## src/rtl/fifob_wr_arbiter_pkg.sv

```systemverilog
// Shared definitions for the FIFO B write arbiter: FSM encoding, header layout
// and the helper that assembles a packet header word.
package fifob_wr_arbiter_pkg;

    typedef enum logic [1:0] {
        S_IDLE  = 2'd0,
        S_GRANT = 2'd1,
        S_BURST = 2'd2,
        S_DONE  = 2'd3
    } state_t;

    localparam int          LEN_W         = 8;
    localparam int          HDR_W         = 32;
    localparam logic [7:0]  HDR_MAGIC     = 8'hA5;
    localparam int          HDR_MAGIC_LSB = 24;
    localparam int          HDR_ID_LSB    = 8;
    localparam int          HDR_ID_W      = 2;
    localparam int          HDR_LEN_LSB   = 0;

    // Header word: {magic, zero pad, id, payload length}.
    function automatic logic [HDR_W-1:0] make_header(input logic [HDR_ID_W-1:0] id,
                                                     input logic [LEN_W-1:0]    len);
        logic [HDR_W-1:0] hdr;
        hdr                             = '0;
        hdr[HDR_MAGIC_LSB +: 8]         = HDR_MAGIC;
        hdr[HDR_ID_LSB +: HDR_ID_W]     = id;
        hdr[HDR_LEN_LSB +: LEN_W]       = len;
        return hdr;
    endfunction

endpackage

```

## src/rtl/fifob_wr_arbiter_rr.sv

```systemverilog
// Round-robin one-hot picker: searches upward from the requester after last_gnt
// and returns the first active request as a one-hot vector.
module rr_arbiter #(
    parameter int NREQ = 4,
    parameter int IW   = 2
) (
    input  logic [NREQ-1:0] req,
    input  logic [IW-1:0]   last_gnt,
    output logic [NREQ-1:0] winner
);

    logic [IW-1:0] idx;
    logic          found;

    // NOTE: every variable written here gets a default first, so no path can leave it unassigned and infer a latch.
    always_comb begin
        winner = '0;
        found  = 1'b0;
        idx    = '0;
        for (int k = 1; k <= NREQ; k++) begin
            idx = IW'((int'(last_gnt) + k) % NREQ);
            if (!found && req[idx]) begin
                winner[idx] = 1'b1;
                found       = 1'b1;
            end
        end
    end

endmodule

```

## src/rtl/fifob_wr_arbiter.sv

```systemverilog
// Arbitrates NREQ packet sources onto the single FIFO B write port: one header
// word followed by up to 255 payload words per grant, round-robin between sources.
module fifob_wr_arbiter
    import fifob_wr_arbiter_pkg::*;
#(
    parameter int NREQ = 4,
    parameter int DW   = 32
) (
    input  logic                CLK,
    input  logic                rst,
    input  logic [NREQ-1:0]     req,
    input  logic [NREQ*8-1:0]   req_len,
    input  logic [NREQ*DW-1:0]  src_data,
    input  logic [NREQ-1:0]     src_valid,
    output logic [NREQ-1:0]     src_ready,
    output logic [NREQ-1:0]     gnt,
    output logic [NREQ-1:0]     done,
    output logic [DW-1:0]       FIFOB_IN,
    output logic                FIFOB_wen,
    input  logic                FIFOB_full,
    output logic                busy
);

    localparam int IW = (NREQ > 1) ? $clog2(NREQ) : 1;

    state_t            state;
    logic [IW-1:0]     id;
    logic [IW-1:0]     last_gnt;
    logic [LEN_W-1:0]  remaining;

    logic [NREQ-1:0]   win_onehot;
    logic [IW-1:0]     win_idx;
    logic [LEN_W-1:0]  win_len;
    logic [DW-1:0]     sel_data;
    logic              sel_valid;
    logic              fire;
    logic [DW-1:0]     header;

    rr_arbiter #(
        .NREQ (NREQ),
        .IW   (IW)
    ) u_rr (
        .req      (req),
        .last_gnt (last_gnt),
        .winner   (win_onehot)
    );

    // Winner index/length for arbitration, and the granted source's payload lane.
    always_comb begin
        win_idx   = '0;
        win_len   = '0;
        sel_data  = '0;
        sel_valid = 1'b0;
        for (int i = 0; i < NREQ; i++) begin
            if (win_onehot[i]) begin
                win_idx = IW'(i);
                win_len = req_len[LEN_W*i +: LEN_W];
            end
            if (id == IW'(i)) begin
                sel_data  = src_data[DW*i +: DW];
                sel_valid = src_valid[i];
            end
        end
    end

    always_comb begin
        src_ready = '0;
        if (state == S_BURST) begin
            src_ready[id] = ~FIFOB_full;
        end
    end

    assign fire   = (state == S_BURST) && sel_valid && !FIFOB_full;
    assign busy   = (state != S_IDLE);
    assign header = DW'(make_header(HDR_ID_W'(id), remaining));

    // NOTE: all state here uses non-blocking assignments so every register samples pre-edge values, independent of statement order.
    always_ff @(posedge CLK) begin
        if (rst) begin
            state     <= S_IDLE;
            last_gnt  <= IW'(NREQ - 1);
            id        <= '0;
            remaining <= '0;
            gnt       <= '0;
            done      <= '0;
            FIFOB_wen <= 1'b0;
            FIFOB_IN  <= '0;
        end else begin
            FIFOB_wen <= 1'b0;
            done      <= '0;
            case (state)
                S_IDLE: begin
                    if (|req) begin
                        state     <= S_GRANT;
                        id        <= win_idx;
                        remaining <= win_len;
                        last_gnt  <= win_idx;
                        gnt       <= win_onehot;
                    end
                end
                S_GRANT: begin
                    if (!FIFOB_full) begin
                        FIFOB_IN  <= header;
                        FIFOB_wen <= 1'b1;
                        if (remaining == '0) begin
                            state <= S_DONE;
                            gnt   <= '0;
                            done  <= gnt;
                        end else begin
                            state <= S_BURST;
                        end
                    end
                end
                S_BURST: begin
                    if (fire) begin
                        FIFOB_IN  <= sel_data;
                        FIFOB_wen <= 1'b1;
                        remaining <= remaining - 1'b1;
                        // Last payload word: gnt drops and done pulses together in DONE.
                        if (remaining == LEN_W'(1)) begin
                            state <= S_DONE;
                            gnt   <= '0;
                            done  <= gnt;
                        end
                    end
                end
                S_DONE: begin
                    state <= S_IDLE;
                end
                default: begin
                    state <= S_IDLE;
                end
            endcase
        end
    end

endmodule

```

## config.mk

```make
export PLATFORM = sky130hd
export DESIGN_NAME = fifob_wr_arbiter
export DESIGN_NICKNAME = d
export VERILOG_FILES = /design/src/rtl/fifob_wr_arbiter_pkg.sv /design/src/rtl/fifob_wr_arbiter_rr.sv /design/src/rtl/fifob_wr_arbiter.sv
export SDC_FILE = /design/constraint.sdc
export NUM_CORES = 1
export LEC_CHECK = 0
export ABC_AREA = 1
export CAP_MARGIN = 10
export CORE_MARGIN = 5
export CORE_UTILIZATION = 40
export DETAILED_ROUTE_END_ITERATION = 8
export HOLD_SLACK_MARGIN = 0.15
export PLACE_DENSITY = 0.81
export SETUP_SLACK_MARGIN = 0.02
export SLEW_MARGIN = 10
export SYNTH_ARGS = -nofsm -noshare
export SYNTH_HDL_FRONTEND = slang
export SYNTH_SLANG_ARGS = --single-unit
```

## constraint.sdc

```tcl
create_clock -name CLK -period 2.84 [get_ports CLK]
set_input_delay 0.284 -clock CLK [delete_from_list [all_inputs] [get_ports CLK]]
set_output_delay 0.284 -clock CLK [all_outputs]
set_load 0.01 [all_outputs]
```

-- After elaboration in Yosys (flattened, before gate mapping)
Index checks and enable logic that the tools add are counted.
- bitwise gates (word level): 5
- equal/unequal tests: 12
- add/subtract/negate cells: 5
- $lt $le $gt $ge: 10
- reduce and logical (&&, ||, !) cells: 27
- mux-type cells: 67
- operator list (cell ; count):
    $mux 32 ; 6
    $pmux 32 s2 ; 1
    $mux 4 ; 14
    $mux 8 ; 6
    $mux 1 ; 20
    $pmux 8 s2 ; 1
    $lt 2x3->1 const B ; 5
    $mux 2 ; 6
    $or 4x4->4 ; 3
    $pmux 4 s3 ; 1
    $demux 1 s2 ; 5
    $ge 2x1->1 const B ; 5
    $logic_and 1x1->1 ; 10
    $bmux 1 s2 ; 4
    $eq 2x2->1 const B ; 4
    $eq 8x1->1 const B ; 1
    $logic_not 8->1 ; 1
    $ne 2x2->1 const B ; 4
    $pmux 2 s4 ; 1
    $pmux 4 s2 ; 1
    $sub 8x1->8 const B ; 1
    $reduce_and 3->1 ; 2
    $reduce_and 6->1 ; 1
    $reduce_bool 2->1 ; 3
    other kinds (13) ; 20
- flip-flop bits (word level): 55

-- Longest topological paths before layout
Gate-level depths: netlist (run 1).
- depth in word-level cells: 19
- depth in mapped cells: 16

-- Hierarchy
A second synthesis (run 1) with hierarchy kept.
- cells, all modules: 710
- area, all modules: 4197.8 sq um
- modules (own cells, without submodules) (module ; area an instance (sq um) ; cells an instance ; instances):
    fifob_wr_arbiter ; 3776.1 ; 635 ; 1
    rr_arbiter ; 421.7 ; 75 ; 1

-- Worst setup path after synthesis (run 1)
No wires, ideal clock.
- path kind: register to register
- start point: register last_gnt[0]
- end point: register remaining[4]
- period minus slack after synthesis: 2.331 ns
- arrival time: 2.195 ns
- stages on the path, launching flop included: 16
- path buffers: 0
- slack: 0.509 ns
- required time: 2.704 ns
- library setup time: 0.136 ns
- cells stage by stage: dfxtp_1 inv_2 ha_1 inv_1 nand3_4 nand2_8 nand2_8 nor2_8 nand2_2 nand3_2 inv_2 or2_0 nand2_1 nand2_1 nand2_1 a21oi_2
- word-level cells in the longest chain between the ends: 19
- elaborated cells on any way between the ends: 54
- those cells by class: add/sub: 4; order compare: 8; mux: 29; bitwise: 3; reduce/logical: 10
- RTL lines (item ; RTL line ; text):
    start, declared ; fifob_wr_arbiter.sv:28 ; logic [IW-1:0] last_gnt;
    start signal, assigned ; fifob_wr_arbiter.sv:81 ; last_gnt <= IW'(NREQ - 1);
    start signal, assigned ; fifob_wr_arbiter.sv:97 ; last_gnt <= win_idx;
    branches (longest 12 deep; another with $lt 2x3->1) ; - ;
    $mux 4 (*) ; fifob_wr_arbiter_rr.sv:22 ; if (!found && req[idx]) begin
    $mux 8 (3 in a row) ; fifob_wr_arbiter.sv:55 ; if (win_onehot[i]) begin
    $mux 8 (*) ; fifob_wr_arbiter.sv:55 ;
    $mux 8 (*) ; fifob_wr_arbiter.sv:93 ; if (|req) begin
    $pmux 8 s2 (*) ; fifob_wr_arbiter.sv:91 ; case (state)
    end signal, assigned ; fifob_wr_arbiter.sv:96 ; remaining <= win_len;
    end signal, assigned ; fifob_wr_arbiter.sv:118 ; remaining <= remaining - 1'b1;
    end, declared ; fifob_wr_arbiter.sv:29 ; logic [LEN_W-1:0] remaining;
Mark *: on every way between the ends. The select of a mux whose other input is x is not followed.
A chain may end at the register's enable or synchronous reset.

-- Worst setup path in the final report (run 1)
Same ends and word-level chain as after synthesis.

==> results of run 1 <==
==> routing by layer <==
metal,up-vias,track usage [%]
met5,-,0
met2,251,47.0
met1,2454,33.8
li1,2526,-
met3,32,4.67
met4,0,7.62
==> logic make-up (layout without fill, tap and decap cells) <==
family	count (synthesis)	after routing	share of synthesized area [%]
buffers and inverters	80	284	8.20
adder cells (fa/ha/maj)	14	14	4.25
AO/OA/AOI/OAI	176	176	26.0
XOR/XNOR	1	1	0.213
flip-flops	55	55	26.7
AND/OR/NAND/NOR	292	292	34.6
==> stage by stage <==
stage / std cells / utilization (%) / cell area [um^2] / worst slack [ns] / hold slack (ns)
2_1_floorplan: 618 / - / 4120 / 0.509 / 0.362
3_3_place_gp: 950 / 62.9 / 6410 / 0.308 / 0.454
3_5_place_dp: 950 / 62.9 / 6410 / 0.134 / 0.468
4_1_cts: 958 / 63.8 / 6490 / 0.118 / 0.484
5_1_grt: 958 / 63.8 / 6500 / 0.0525 / 0.512
6_report: 958 / 63.8 / 6500 / 0.284 / 0.484
==> layout make-up <==
cell class                      count  area, um^2  area share, %
Clock buffer                        6        72.6           1.12
Clock inverter                      2        16.3          0.250
Multi-Input combinational cell    483        2680           41.3
Tap cell                          136         170           2.62
Timing Repair Buffer              230        2280           35.1
Inverter                           46         173           2.66
Sequential cell                    55        1100           17.0
==> cell usage after synthesis, types with 2 or more instances <==
library cell	n	area, um^2
a211oi_1	9	67.6
a21boi_0	5	37.5
a21oi_1	56	280
a21oi_2	11	96.3
a22oi_1	3	22.5
a31oi_1	7	43.8
a41oi_1	2	17.5
buf_2	5	25.0
buf_4	2	15.0
clkbuf_1	24	90.1
clkinv_1	2	7.51
dfxtp_1	55	1100
ha_1	14	175
inv_1	37	139
inv_2	7	26.3
nand2_1	131	492
nand2_2	10	62.6
nand2_4	3	33.8
nand2_8	2	40.0
nand3_1	60	300
nand3_2	6	60.1
nand3_4	3	52.6
nand4_1	9	56.3
nor2_1	52	195
nor2_4	2	22.5
nor3_1	5	25.0
o2111ai_1	2	17.5
o211a_1	3	30.0
o211ai_1	13	97.6
o21ai_0	50	250
o221ai_1	3	26.3
o22ai_1	9	56.3
or2_0	3	18.8
==> final timing paths <==
kind	end	slack, ns	cells after the start
max	remaining[4]$_SDFFE_PP0P_	0.28	15
min	FIFOB_IN[27]$_SDFFE_PP0P_	0.48	2
max reg2reg	remaining[4]$_SDFFE_PP0P_	0.28	15
min reg2reg	FIFOB_IN[27]$_SDFFE_PP0P_	0.48	2
==> what timing repair did <==
item	4_1_cts	5_1_grt
endpoints found under the setup margin	0	10
gates resized for setup	0	2
buffers inserted	0	0
==> power breakdown <==
group	total (mW)	internal [mW]	switching, mW
sequential	1.27	1.06	0.210
clock	0.451	0.178	0.273
combinational	4.33	1.73	2.59
==> registers in the layout (all words and copies together) (netlist names) <==
signal,flops
done,4
gnt,4
state,2
FIFOB_wen,1
FIFOB_IN,32
id,2
last_gnt,2
remaining,8
==> worst max-delay path, stage by stage, from the launching register on <==
cell and delay (ns):
dfxtp_2 0.46, inv_2 0.16, ha_1 0.39, inv_1 0.16
nand3_4 0.14, nand2_8 0.11, nand2_8 0.07, nor2_8 0.16
nand2_2 0.08, nand3_2 0.15, inv_2 0.10, or2_0 0.22
nand2_1 0.08, nand2_1 0.05, nand2_1 0.07, a21oi_2 0.05
==> impl_metrics.csv, run 1 <==
group,metric,value,unit
critical_path,cp-startpoint,"last_gnt[0]$_SDFFE_PP1P_",
die,start_util,40.4,%
final_layout,antennaDiodeCount,0,
critical_path,required,3.04,ns
cts,clockRootBuffer,"clkbuf_8",
final_layout,drive_gt1_share,8.76,%
routing,drt_first_pass_iters,7,
sta,rsz0062_at_grt,"no",
synth,synth_ff_type,"dfxtp_1",
global_routing,grt_overflow,0,
placed_design,gp_congestion,0.990,
cts,clk_latency,0.31,ns
routing,drc,0,
global_routing,gr-usage-all-layers,26.8,%
routing,wl_met2,8630,um
synth,ys_seq_area_share,26.7,%
routing,ant_nets,0,
global_routing,grt_pass1_vias,5084,
min_path,hold_start,"FIFOB_IN[27]$_SDFFE_PP0P_",
routing,via_per_inst,5.49,
cts,clockBufferDepth,2,
synth,synth-edff-count,0,
final_layout,nFillCells,940,
sta,final-setup-viol-count,0,
cts,cts_tree,"built",
synth,syn_nets,803,
synth,synth_area_per_cell,6.66,um^2
power,pwr_density_cell,931,nW/um^2
sta,final.min_clock_period,2.56,ns
critical_path,critical_path_class,"reg2reg",
sta,finalSetupTns,0,ns
cts,cts.clk_slew.worst_paths,0.11,ns
routing,wl,17600,um
sta,hold_violations,0,
cts,clock_sinks,55,
global_routing,grt_max_degree,50,
synth,syn_inst,618,
power,total_power,6.05,mW
global_routing,antenna_found_initial,0,
critical_path,r2r-start,"last_gnt[0]$_SDFFE_PP1P_",
sta,slew_viol_final,0,
flow_run,max-cap-violations,0,
routing,drtIter0Drc,420,
cts,htree_levels,2,
sta,period_share,90.0,%
critical_path,cp.arrival,2.76,ns
sta,max_freq,391,MHz
routing,wl_per_cell,18.4,um
routing,vias,5263,
routing,wl_met1,7390,um
routing,dr_wl_met3,1140,um
die,rows,37,
synth,async_flop_share,0,%
critical_path,end_kind,"flop",
final_layout,most-common-layout-cells,"216 x clkdlybuf4s50_1, 131 x nand2_1, 60 x nand3_1",
final_layout,layout_commonest_cell,"clkdlybuf4s50_1",
placed_design,port_buffers,216,
die,dieArea,12400,um^2
die,core_area,10200,um^2
sta,skew,0.00741,ns
final_layout,area_growth,57.7,%
critical_path,cp_max_fo,11,
die,fp.dieW,111,um
critical_path,start_kind,"flop",
power,irDropWorstVdd,446,uV
die,die_h,111,um
cts,cts_hold_buffers,0,
synth,synth_warnings,0,
global_routing,grt_pass1_wl,27200,um
sta,slew_headroom,47.1,%
sta,worst_pin_slew,0.793,ns
run_status,run_status,"completed",
cts,numCtsBuffers,5,
power,leakagePower,2.63,nW
routing,top_layer,"met4",
die,io_pins,217,
synth,synth_cell_types,46,
synth,synth_area,4120,um^2
placed_design,place_hpwl,14000,um
final_layout,nets,1006,
synth,ys_ff_latch,55,
min_path,min_path_type,"reg2reg",
Power figures use the tool's default switching activity.
==> inputs of run 2 (changes only) <==
CAP_MARGIN = 20   (was 10)
==> results of run 2 <==
Same layout as run 1: the final DEF is identical, and so are final timing and power.
